===== src/rtl/log2_histogram.sv =====
// log2_histogram
//   Histogram of log2 results. Exact power-of-two samples bump one saturating
//   counter per bin; non-exact samples bump miss_count. A dump request streams
//   every bin (0..NB-1) out over valid/ready, optionally clearing each bin as
//   it is read and clearing miss_count once the dump completes.
//
// Ports
//   clk, reset                 clock, synchronous active-high reset
//   sample_en/_bin/_exact      sample input (bin index + exact flag)
//   dump_req                   start a readout (acted on only in IDLE)
//   out_valid/out_ready        record handshake
//   out_bin/out_count          current record, zero while out_valid=0
//   miss_count, drop_count     non-exact samples / samples ignored outside IDLE
//   busy, done                 dump in progress / one-cycle completion pulse
module log2_histogram #(
  parameter int M             = 3,
  parameter int CW            = 16,
  parameter bit CLEAR_ON_READ = 1'b1
) (
  input  logic          clk,
  input  logic          reset,
  input  logic          sample_en,
  input  logic [M-1:0]  sample_bin,
  input  logic          sample_exact,
  input  logic          dump_req,
  output logic          out_valid,
  input  logic          out_ready,
  output logic [M-1:0]  out_bin,
  output logic [CW-1:0] out_count,
  output logic [CW-1:0] miss_count,
  output logic [CW-1:0] drop_count,
  output logic          busy,
  output logic          done
);

  localparam int NB = 2 ** M;
  localparam logic [M-1:0] LAST_IDX = {M{1'b1}};

  typedef enum logic [1:0] {
    IDLE = 2'd0,
    DUMP = 2'd1,
    DONE = 2'd2
  } state_t;

  // Saturating increment shared by every counter.
  function automatic logic [CW-1:0] sat_inc(input logic [CW-1:0] v);
    return (v == {CW{1'b1}}) ? v : v + {{(CW-1){1'b0}}, 1'b1};
  endfunction

  state_t        state_q, state_d;
  logic [M-1:0]  idx_q, idx_d;
  logic [CW-1:0] bins_q [NB];
  logic [CW-1:0] bins_d [NB];
  logic [CW-1:0] miss_q, miss_d;
  logic [CW-1:0] drop_q, drop_d;
  logic          out_valid_q, out_valid_d;
  logic [M-1:0]  out_bin_q, out_bin_d;
  logic [CW-1:0] out_count_q, out_count_d;
  logic          busy_q, busy_d;
  logic          done_q, done_d;

  // Next-state for FSM, counters and the registered output record.
  always_comb begin
    state_d = state_q;
    idx_d   = idx_q;
    bins_d  = bins_q;
    miss_d  = miss_q;
    drop_d  = drop_q;
    case (state_q)
      IDLE: begin
        if (sample_en && sample_exact) begin
          bins_d[sample_bin] = sat_inc(bins_q[sample_bin]);
        end else if (sample_en) begin
          miss_d = sat_inc(miss_q);
        end else begin
          miss_d = miss_q;
        end
        if (dump_req) begin
          state_d = DUMP;
          idx_d   = {M{1'b0}};
        end else begin
          state_d = IDLE;
        end
      end
      DUMP: begin
        if (sample_en) begin
          drop_d = sat_inc(drop_q);
        end else begin
          drop_d = drop_q;
        end
        if (out_ready) begin
          if (CLEAR_ON_READ) begin
            bins_d[idx_q] = {CW{1'b0}};
          end else begin
            bins_d[idx_q] = bins_q[idx_q];
          end
          if (idx_q == LAST_IDX) begin
            state_d = DONE;
          end else begin
            idx_d = idx_q + {{(M-1){1'b0}}, 1'b1};
          end
        end else begin
          state_d = DUMP;
        end
      end
      DONE: begin
        if (sample_en) begin
          drop_d = sat_inc(drop_q);
        end else begin
          drop_d = drop_q;
        end
        if (CLEAR_ON_READ) begin
          miss_d = {CW{1'b0}};
        end else begin
          miss_d = miss_q;
        end
        state_d = IDLE;
      end
      default: begin
        state_d = IDLE;
      end
    endcase

    // Record is built from next-state bins so a sample landing in bin 0 on the
    // dump_req cycle is already reflected in the first record.
    out_valid_d = (state_d == DUMP);
    out_bin_d   = (state_d == DUMP) ? idx_d : {M{1'b0}};
    out_count_d = (state_d == DUMP) ? bins_d[idx_d] : {CW{1'b0}};
    busy_d      = (state_d != IDLE);
    done_d      = (state_d == DONE);
  end

  // State, counter and output registers with synchronous reset.
  always_ff @(posedge clk) begin
    if (reset) begin
      state_q     <= IDLE;
      idx_q       <= {M{1'b0}};
      miss_q      <= {CW{1'b0}};
      drop_q      <= {CW{1'b0}};
      out_valid_q <= 1'b0;
      out_bin_q   <= {M{1'b0}};
      out_count_q <= {CW{1'b0}};
      busy_q      <= 1'b0;
      done_q      <= 1'b0;
      for (int i = 0; i < NB; i++) begin
        bins_q[i] <= {CW{1'b0}};
      end
    end else begin
      state_q     <= state_d;
      idx_q       <= idx_d;
      miss_q      <= miss_d;
      drop_q      <= drop_d;
      out_valid_q <= out_valid_d;
      out_bin_q   <= out_bin_d;
      out_count_q <= out_count_d;
      busy_q      <= busy_d;
      done_q      <= done_d;
      for (int i = 0; i < NB; i++) begin
        bins_q[i] <= bins_d[i];
      end
    end
  end

  assign out_valid  = out_valid_q;
  assign out_bin    = out_bin_q;
  assign out_count  = out_count_q;
  assign miss_count = miss_q;
  assign drop_count = drop_q;
  assign busy       = busy_q;
  assign done       = done_q;

endmodule


===== config.mk =====
export PLATFORM = sky130hd
export DESIGN_NAME = log2_histogram
export DESIGN_NICKNAME = d
export VERILOG_FILES = /design/src/rtl/log2_histogram.sv
export SDC_FILE = /design/constraint.sdc
export NUM_CORES = 1
export LEC_CHECK = 0
export CAP_MARGIN = 20
export CORE_MARGIN = 4
export CORE_UTILIZATION = 40
export CTS_BUF_LIST = sky130_fd_sc_hd__clkbuf_8 sky130_fd_sc_hd__clkbuf_16
export CTS_CLUSTER_SIZE = 28
export DETAILED_ROUTE_END_ITERATION = 8
export HOLD_SLACK_MARGIN = 0.12
export SLEW_MARGIN = 20
export SYNTH_ARGS = -nofsm -noshare
export SYNTH_HDL_FRONTEND = slang
export SYNTH_SLANG_ARGS = --single-unit

===== constraint.sdc =====
create_clock -name clk -period 5.84 [get_ports clk]
set_input_delay 1.168 -clock clk [delete_from_list [all_inputs] [get_ports clk]]
set_output_delay 1.168 -clock clk [all_outputs]
set_load 0.1 [all_outputs]

== Yosys cells after proc, flatten, opt, wreduce, memory -nomap -nowiden ==
Cells that the tools add are included.
Word-level totals
  register bits: 187
  input bits: 9
  output and inout bits: 54
Operators by class
  add/subtract/negate cells: 4
  magnitude comparators: 5
  eq/ne operators: 11
  muxes and demuxes: 27
  bitwise logic cells: 7
  reduce and logical (&&, ||, !) cells: 10
Operators by type and width (number)
  2-to-1 mux 128 bit: 2
  case mux 128 bit (2 select lines): 1
  2-to-1 mux 16 bit: 10
  AND 128 bit: 1
  bitwise mux 128 bit: 1
  NOT 128 bit: 1
  binary-select mux 16 bit (select 3 bit): 2
  demux 16 bit (select 3 bit): 2
  adder 16 x 1 -> 16 bit, second input constant: 3
  equality test 16 bit, second input constant: 3
  case mux 16 bit (2 select lines): 1
  >= comparator 4 bit, second input constant: 3
  NOT 3 -> 4 bit: 3
  2-to-1 mux 3 bit: 3
  less-than comparator 4 x 1 -> 1 bit, second input constant: 2
  inequality test 2 bit, second input constant: 3
  case mux 3 bit (2 select lines): 1
  equality test 2 x 1 -> 1 bit, second input constant: 2
  equality test 2 bit, second input constant: 2
  2-to-1 mux 2 bit: 2
  case mux 2 bit (2 select lines): 1
  AND reduction 4 bit: 1
  nonzero test 2 bit: 2
  OR reduction 2 bit: 2
  other kinds (7): 10

== Logic depth before layout (Yosys ltp) ==
  depth in word-level cells: 12
  mapped depth: 19
  depth with buffers taken out: 13

== Worst setup path after synthesis ==
Ideal clock, no wire load.
  kind: input to register
  from: input port sample_bin[0]
  to: register out_count_q[10] (netlist: out_count[10])
  arrival: 4.822 ns
  required time: 5.758 ns
  path slack: 0.936 ns
  cell stages on the path: 18
  cell sequence: buf_4 > buf_4 > buf_2 > buf_2 > nand2_1 > o22ai_1 > a311oi_1 > o21ai_0 > ha_1 > inv_1 > or3_4 > or4b_1 > buf_6 > nor3_2 > mux2i_1 > a22oi_1 > mux2_2 > o2111ai_1
Between the ends
  longest elaborated chain between the ends: 12
Ends and longest elaborated chain
  start, declared: line 23  | input logic [M-1:0] sample_bin,
  NOT 3 -> 4 bit (not written as such) *: line 72  | bins_d[sample_bin] = sat_inc(bins_q[sample_bin]);
  binary-select mux 16 bit (select 3 bit): line 72
  2-to-1 mux 16 bit (not written as such) (2 in series): line 72
  adder 16 x 1 -> 16 bit / equality test 16 bit (equally long branches): line 47  | return (v == {CW{1'b1}}) ? v : v + {{(CW-1){1'b0}}, 1'b1};
  2-to-1 mux 16 bit: line 47
  bitwise mux 128 bit *: line 72
  2-to-1 mux 128 bit *: line 71  | if (sample_en && sample_exact) begin
  case mux 128 bit (2 select lines) *: line 69  | case (state_q)
  binary-select mux 16 bit (select 3 bit) *: line 128  | out_count_d = (state_d == DUMP) ? bins_d[idx_d] : {CW{1'b0}};
  2-to-1 mux 16 bit (not written as such) * (2 in series): line 128
  end signal, assigned: line 142  | out_count_q <= {CW{1'b0}};
  end signal, assigned: line 155  | out_count_q <= out_count_d;
  end, declared: line 58  | logic [CW-1:0] out_count_q, out_count_d;
Every way passes the cells marked *; elsewhere a longest branch is shown, timed or not. The select of a mux whose other input is x is not followed.
A chain may end at the register's enable or synchronous reset.

== Final worst setup path ==
  from: input port sample_bin[2]
  to: register out_count_q[9] (netlist: out_count[9])
Same word-level chain as after synthesis.

==> impl_metrics.json <==
{
  "drt-wirelength-per-cell_um": 23.2,
  "io_buffers": 62,
  "critical_path_required_ns": 6.14,
  "regArea_um2": 3740,
  "synth-seq-cells": 187,
  "seqPwrFrac_pct": 47.1,
  "dpl.hpwl_um": 23400,
  "track_usage_pct": 25.9,
  "cts-htree-levels": 4,
  "clkTransAtPathRegs_ns": 0.08,
  "postCtsHoldBufs": 0,
  "synth-main-ff-cell": "dfxtp_1",
  "vdd_drop_max_uv": 144,
  "cellPowerDensity_nw_per_um2": 242,
  "cts_sinks": 187,
  "setup_violations": 0,
  "synth_area_um2": 9740,
  "period_share_pct": 80.6,
  "grt_max_degree": 91,
  "rsz0062_at_grt": "no",
  "fin_area_um2": 11300,
  "slowest_stage": "or4b_1",
  "clkPwrFrac_pct": 42.4,
  "p_sw_w": 0.000813,
  "postRouteAntennaNets": 0,
  "rows": 56,
  "drt_wl_total_um": 35100,
  "start_util_pct": 41.1,
  "crit_fanout": 30,
  "clk_path_buf_depth": 2,
  "drt_iter0_markers": 1191,
  "arrival_ns": 5.00,
  "antenna_found_initial": 2,
  "syn_avg_cell_area_um2": 8.54,
  "die_area_um2": 26900,
  "fin_setup_tns_ns": 0,
  "hold_class": "reg2reg",
  "nets": 1196,
  "num_io_pins": 63,
  "place.gp.congestion": 0.995,
  "diodes": 0,
  "synth_xor_area_share_pct": 3.10,
  "crit_chain": "buf_2 > nand2_1 > o22ai_1 > a311oi_1 > o21ai_0 > ha_1 > inv_1 > or3_4 > or4b_1 > nor2_8 > o31a_2 > o31ai_1 > a222oi_1 > o221ai_1",
  "multi_input_area_um2": 5610,
  "drive_above_1_share_pct": 10.7,
  "insertion_delay_ns": 0.45,
  "synth_warnings": 0,
  "synth_top_family_by_area": "compound AO/OA/AOI/OAI gates",
  "end_kind": "register",
  "syn_inst": 1141,
  "placed_cell_area_um2": 10700,
  "area_growth_pct": 15.6,
  "crit_path_max_incr_delay_ns": 0.74,
  "leakage_nw": 3.88,
  "cts_buffers": 17,
  "power_frac_comb_pct": 10.4,
  "fin_skew_ns": 0.0194,
  "via_per_inst": 6.29,
  "synth_seq_area_share_pct": 38.4,
  "final_hold_viol_count": 0,
  "slew_viol_final": 0,
  "slew_headroom_pct": 29.5,
  "fin_crit_ns": 4.71,
  "num_vias": 9517,
  "postCtsResizedCells": 0,
  "gr-total-overflow": 0,
  "path_class": "in2reg",
  "synthSimpleGateAreaFrac_pct": 21.0,
  "first_pass_iters": 8,
  "post-cts-setup-buffers": 0,
  "outcome": "complete, no violations",
  "grt_pass1_wl_um": 53400,
  "core_um2": 23700,
  "maxCapViolCount": 0,
  "cts_tree": "yes",
  "syn_nets": 1157,
  "async_flop_share_pct": 0,
  "synth-compound-area-share_pct": 23.4,
  "switching_share_pct": 29.8,
  "route.detailed.drc": 0,
  "r2r_setup_slack_ns": 2.01,
  "num-fill-cells": 2359,
  "clock-root-buffer": "clkbuf_16",
  "p_int_w": 0.00192,
  "start_kind": "primary input",
  "synth_enable_flop_cells": 0,
  "die_y_um": 164,
  "synth_cell_types": 86,
  "muxShareOfSynthArea_pct": 9.17,
  "synthAdderAreaFrac_pct": 0.899,
  "die_w_um": 164,
  "max_freq_mhz": 213,
  "grt_pass1_vias": 8850,
  "tightestPinTransition_ns": 1.05
}
[cells in the final DEF (no fill, tap or decap), types with 7 or more instances in the layout]
cell type        count
nand2b_1            10
nor2_1             158
xor2_1              22
nand4_1              8
o31ai_1             12
mux2i_1             21
nor3_1              10
dfxtp_1            187
a22oi_1             80
ha_1                 7
o22ai_1             13
buf_4               34
a221o_1              7
nand3_1             37
a21oi_1             67
o21ai_0             40
nand2_1            156
and3_1               8
and2_1              18
clkdlybuf4s50_1     58
inv_1               15
mux4_2              17
a31oi_1             14
o211ai_1             9
a221oi_1            18
clkbuf_16           17
o221ai_1            11
[path summary, 6_finish.rpt]
check | endpoint | start | cells after the start
hold reg to reg | bins_q[38] | bins_q[38] | 2
hold / removal | bins_q[38] | bins_q[38] | 2
setup reg to reg | out_count[9] | bins_q[65] | 13
setup / recovery | out_count[9] | sample_bin[2] | 14
[power groups by stage]
| stage | Sequential [W] | Clock (W) | Combinational [W] |
|---|---|---|---|
| after floorplan | 0.00135 | 0 | 0.000145 |
| after global placement | 0.00132 | 0 | 0.000275 |
| after detailed placement | 0.00132 | 0 | 0.000274 |
| after CTS | 0.00129 | 0.00118 | 0.000275 |
| after global routing | 0.00129 | 0.00122 | 0.000293 |
| final | 0.00129 | 0.00116 | 0.000285 |
[metal layers]
layer / GRT usage [%] / up-vias / wire length [µm]
met5: 0 / - / 32
met4: 10.8 / 4 / 1530
met3: 6.25 / 129 / 3680
met2: 39.2 / 552 / 15400
met1: 35.4 / 4543 / 14500
li1: - / 4289 / -
[area by class of cell]
class	count	area share, %
multi-input cells	863	49.8
clock inverters	15	1.37
well taps	319	3.54
repair buffers	96	7.73
inverters	15	0.500
clock buffers	17	3.78
flip-flops and latches	187	33.2
[worst max-delay path, delay by kind of cell]
kind | cells | cell delay (ns)
compound gates | 7 | 1.48
fa+ha+maj | 1 | 0.21
buf+inv | 2 | 0.60
simple gates | 4 | 1.54
[kinds of logic after synthesis]
logic type	after synthesis
AO/OA/AOI/OAI	325
XOR/XNOR	31
adder cells (fa/ha/maj)	7
buffers and inverters	91
flip-flops	187
multiplexers	55
AND/OR/NAND/NOR	445
[synthesized netlist by cell type, types with 4 or more instances]
cell	number	area [µm²]
dfxtp_1	187	3740
nor2_1	158	593
nand2_1	156	586
a22oi_1	81	608
a21oi_1	67	335
clkbuf_1	55	206
o21ai_0	40	200
nand3_1	37	185
xor2_1	22	193
mux2i_1	21	210
a221oi_1	18	158
and2_1	18	113
mux4_2	17	383
inv_1	15	56.3
a31oi_1	14	87.6
o22ai_1	13	81.3
o31ai_1	12	90.1
nor3_1	11	55.1
o221ai_1	11	96.3
buf_2	10	50.1
nand2b_1	10	62.6
o211ai_1	9	67.6
and3_1	8	50.1
nand4_1	8	50.1
a221o_1	7	70.1
a22o_1	7	61.3
ha_1	7	87.6
mux2_2	6	67.6
mux4_1	6	158
or3_1	6	37.5
buf_4	5	37.5
xnor2_1	5	43.8
a21o_1	4	30.0
a222oi_1	4	40.0
o2111ai_1	4	35.0
o21ai_1	4	20.0
[flip-flops by register name (all words and copies together), names as in the netlist]
| name | cells |
|---|---|
| idx_q | 3 |
| miss_count | 16 |
| out_count | 16 |
| out_bin | 3 |
| out_valid | 1 |
| state_q | 2 |
| done | 1 |
| bins_q | 128 |
| busy | 1 |
| drop_count | 16 |
[through the flow]
| stage | hold slack [ns] | instances | util, % | total power, W | setup slack, ns |
|---|---|---|---|---|---|
| final | 0.471 | 1512 | 47.5 | 0.00273 | 1.13 |
| after global routing | 0.501 | 1512 | 47.5 | 0.00280 | 0.856 |
| after CTS | 0.473 | 1512 | 47.5 | 0.00274 | 1.23 |
| after detailed placement | 0.462 | 1480 | 45.1 | 0.00159 | 0.777 |
| after global placement | 0.459 | 1480 | 45.1 | 0.00159 | 0.793 |
| after floorplan | 0.444 | 1141 | - | 0.00149 | 0.936 |
(Power assumes the default switching activity.)
==> variant (same settings) <==
Set the parameter `CLEAR_ON_READ` to 1'b0 (it was 1'b1).
--- a/src/rtl/log2_histogram.sv
+++ b/src/rtl/log2_histogram.sv
@@ -17,3 +17,3 @@
   parameter int CW            = 16,
-  parameter bit CLEAR_ON_READ = 1'b1
+  parameter bit CLEAR_ON_READ = 1'b0
 ) (
Behaviour: no difference found for any inputs over 4 cycles, from zero or initial values and one cycle with reset high; that may be too few to reach the edited logic, so the function may still have changed.
==> variant against the original RTL <==
Power shrank 0.16%; utilization shrank 0.92 points; global-route usage grew 1.4 points; sequential share of layout area shrank 3.5 points; via count grew 17%; non-clock buffer count grew 15; sequential cell count is the same; routed wire length grew 20%; worst setup slack lost 57 ps; synthesized area grew 13%; clock skew grew 1.0 ps; cell area grew 12%.
==> variant: results <==
{
  "cp_top_family": "compound AO/OA/AOI/OAI gates",
  "io_buffers": 62,
  "antenna_found_initial": 0,
  "num_antenna_cells": 0,
  "cts_buffers": 17,
  "synth-warning-count": 0,
  "relSlewSlack_pct": 16.6,
  "wl_mm": 42.3,
  "p_leak_nw": 4.17,
  "ys_seq_area_share_pct": 34.0,
  "drive_gt1_share_pct": 13.1,
  "yosys-top-cells-count": "nor2_1 (189), dfxtp_1 (187), nand2_1 (159), a21oi_1 (94), clkbuf_1 (78)",
  "first_pass_iters": 5,
  "dp.cells": 1649,
  "cpMaxStageDelayCell": "a21oi_1",
  "clock_path_buffers": 2,
  "synth.area.top_cells": "dfxtp_1 (34%), mux4_2 (8.2%), nor2_1 (6.4%)",
  "clk_latency_ps": 460,
  "grt_pass1_wl_mm": 64.2,
  "hpwl_mm": 28.0,
  "critPathMaxFanout": 25,
  "clkTransAtPathRegs_ps": 90,
  "place_ws_ps": 693,
  "grt_max_degree": 90,
  "ir_drop_mv": 0.182,
  "synth.distinct_cells": 81,
  "vias": 11200,
  "fin_skew_ps": 20.4,
  "gp_congestion": 0.956,
  "hold_class": "reg2reg",
  "layoutNonFillerInstCount": 1680,
  "dpl_cell_area_um2": 12000,
  "groute.usage.overall_pct": 27.3,
  "cp.arrival_ps": 5130,
  "htree_levels": 4,
  "status": "complete, no violations",
  "synth_cells": 1299,
  "synth_top_flop_cell": "dfxtp_1",
  "root_buffer": "clkbuf_16",
  "postCtsSetupBuffers": 0,
  "intPower_mw": 1.92,
  "slowest_delay_ps": 680,
  "synthArstFlopShare_pct": 0,
  "drt_iter0_markers": 1448,
  "ctsResizeCount": 0
}
## variant: tightest hold or removal path: stages, from the launching register on
cell and delay, ps:
dfxtp_1 340, nand2_1 70, a21oi_1 50
## variant: kinds of logic (layout without fill, tap and decap cells)
kind of cell,after synthesis,in the layout,share of synthesized area (%)
XOR/XNOR,30,30,2.45
buffers and inverters,113,153,4.42
multiplexers,95,95,14.7
AO/OA/AOI/OAI,357,357,22.9
adder cells (fa/ha/maj),6,6,0.681
flip-flops,187,187,34.0
AND/OR/NAND/NOR,511,511,20.8
## variant: final timing paths
check	endpoint	slack, ps	depth (start not counted)	from
hold / removal	bins_q[55]$_SDFF_PP0_	500	2	bins_q[55]$_SDFF_PP0_
hold reg to reg	bins_q[55]$_SDFF_PP0_	500	2	bins_q[55]$_SDFF_PP0_
setup reg to reg	out_count[5]$_SDFF_PP0_	1710	11	state_q[1]$_SDFF_PP0_
setup / recovery	out_count[7]$_SDFF_PP0_	1080	11	sample_bin[0]
## variant: cell type report
class | count | area (µm²)
clock buffer | 17 | 425
clock inverter | 14 | 138
fill | 2646 | 14400
inverter | 11 | 41.3
multi-input combinational | 999 | 6850
sequential | 187 | 3740
tap | 341 | 427
timing repair buffer | 111 | 976
## variant: power by group through the flow
stage,registers [mW],logic (mW),clock network [mW]
6_report,1.29,0.295,1.14
5_1_grt,1.29,0.307,1.21
4_1_cts,1.29,0.286,1.16
3_5_place_dp,1.32,0.285,0
3_3_place_gp,1.32,0.285,0
2_1_floorplan,1.35,0.151,0
## variant: routing by layer
layer	GRT usage [%]	wire length (µm)
met5	0	0
met4	14.3	2500
met3	7.39	5240
met2	40.2	17800
met1	36.8	16700
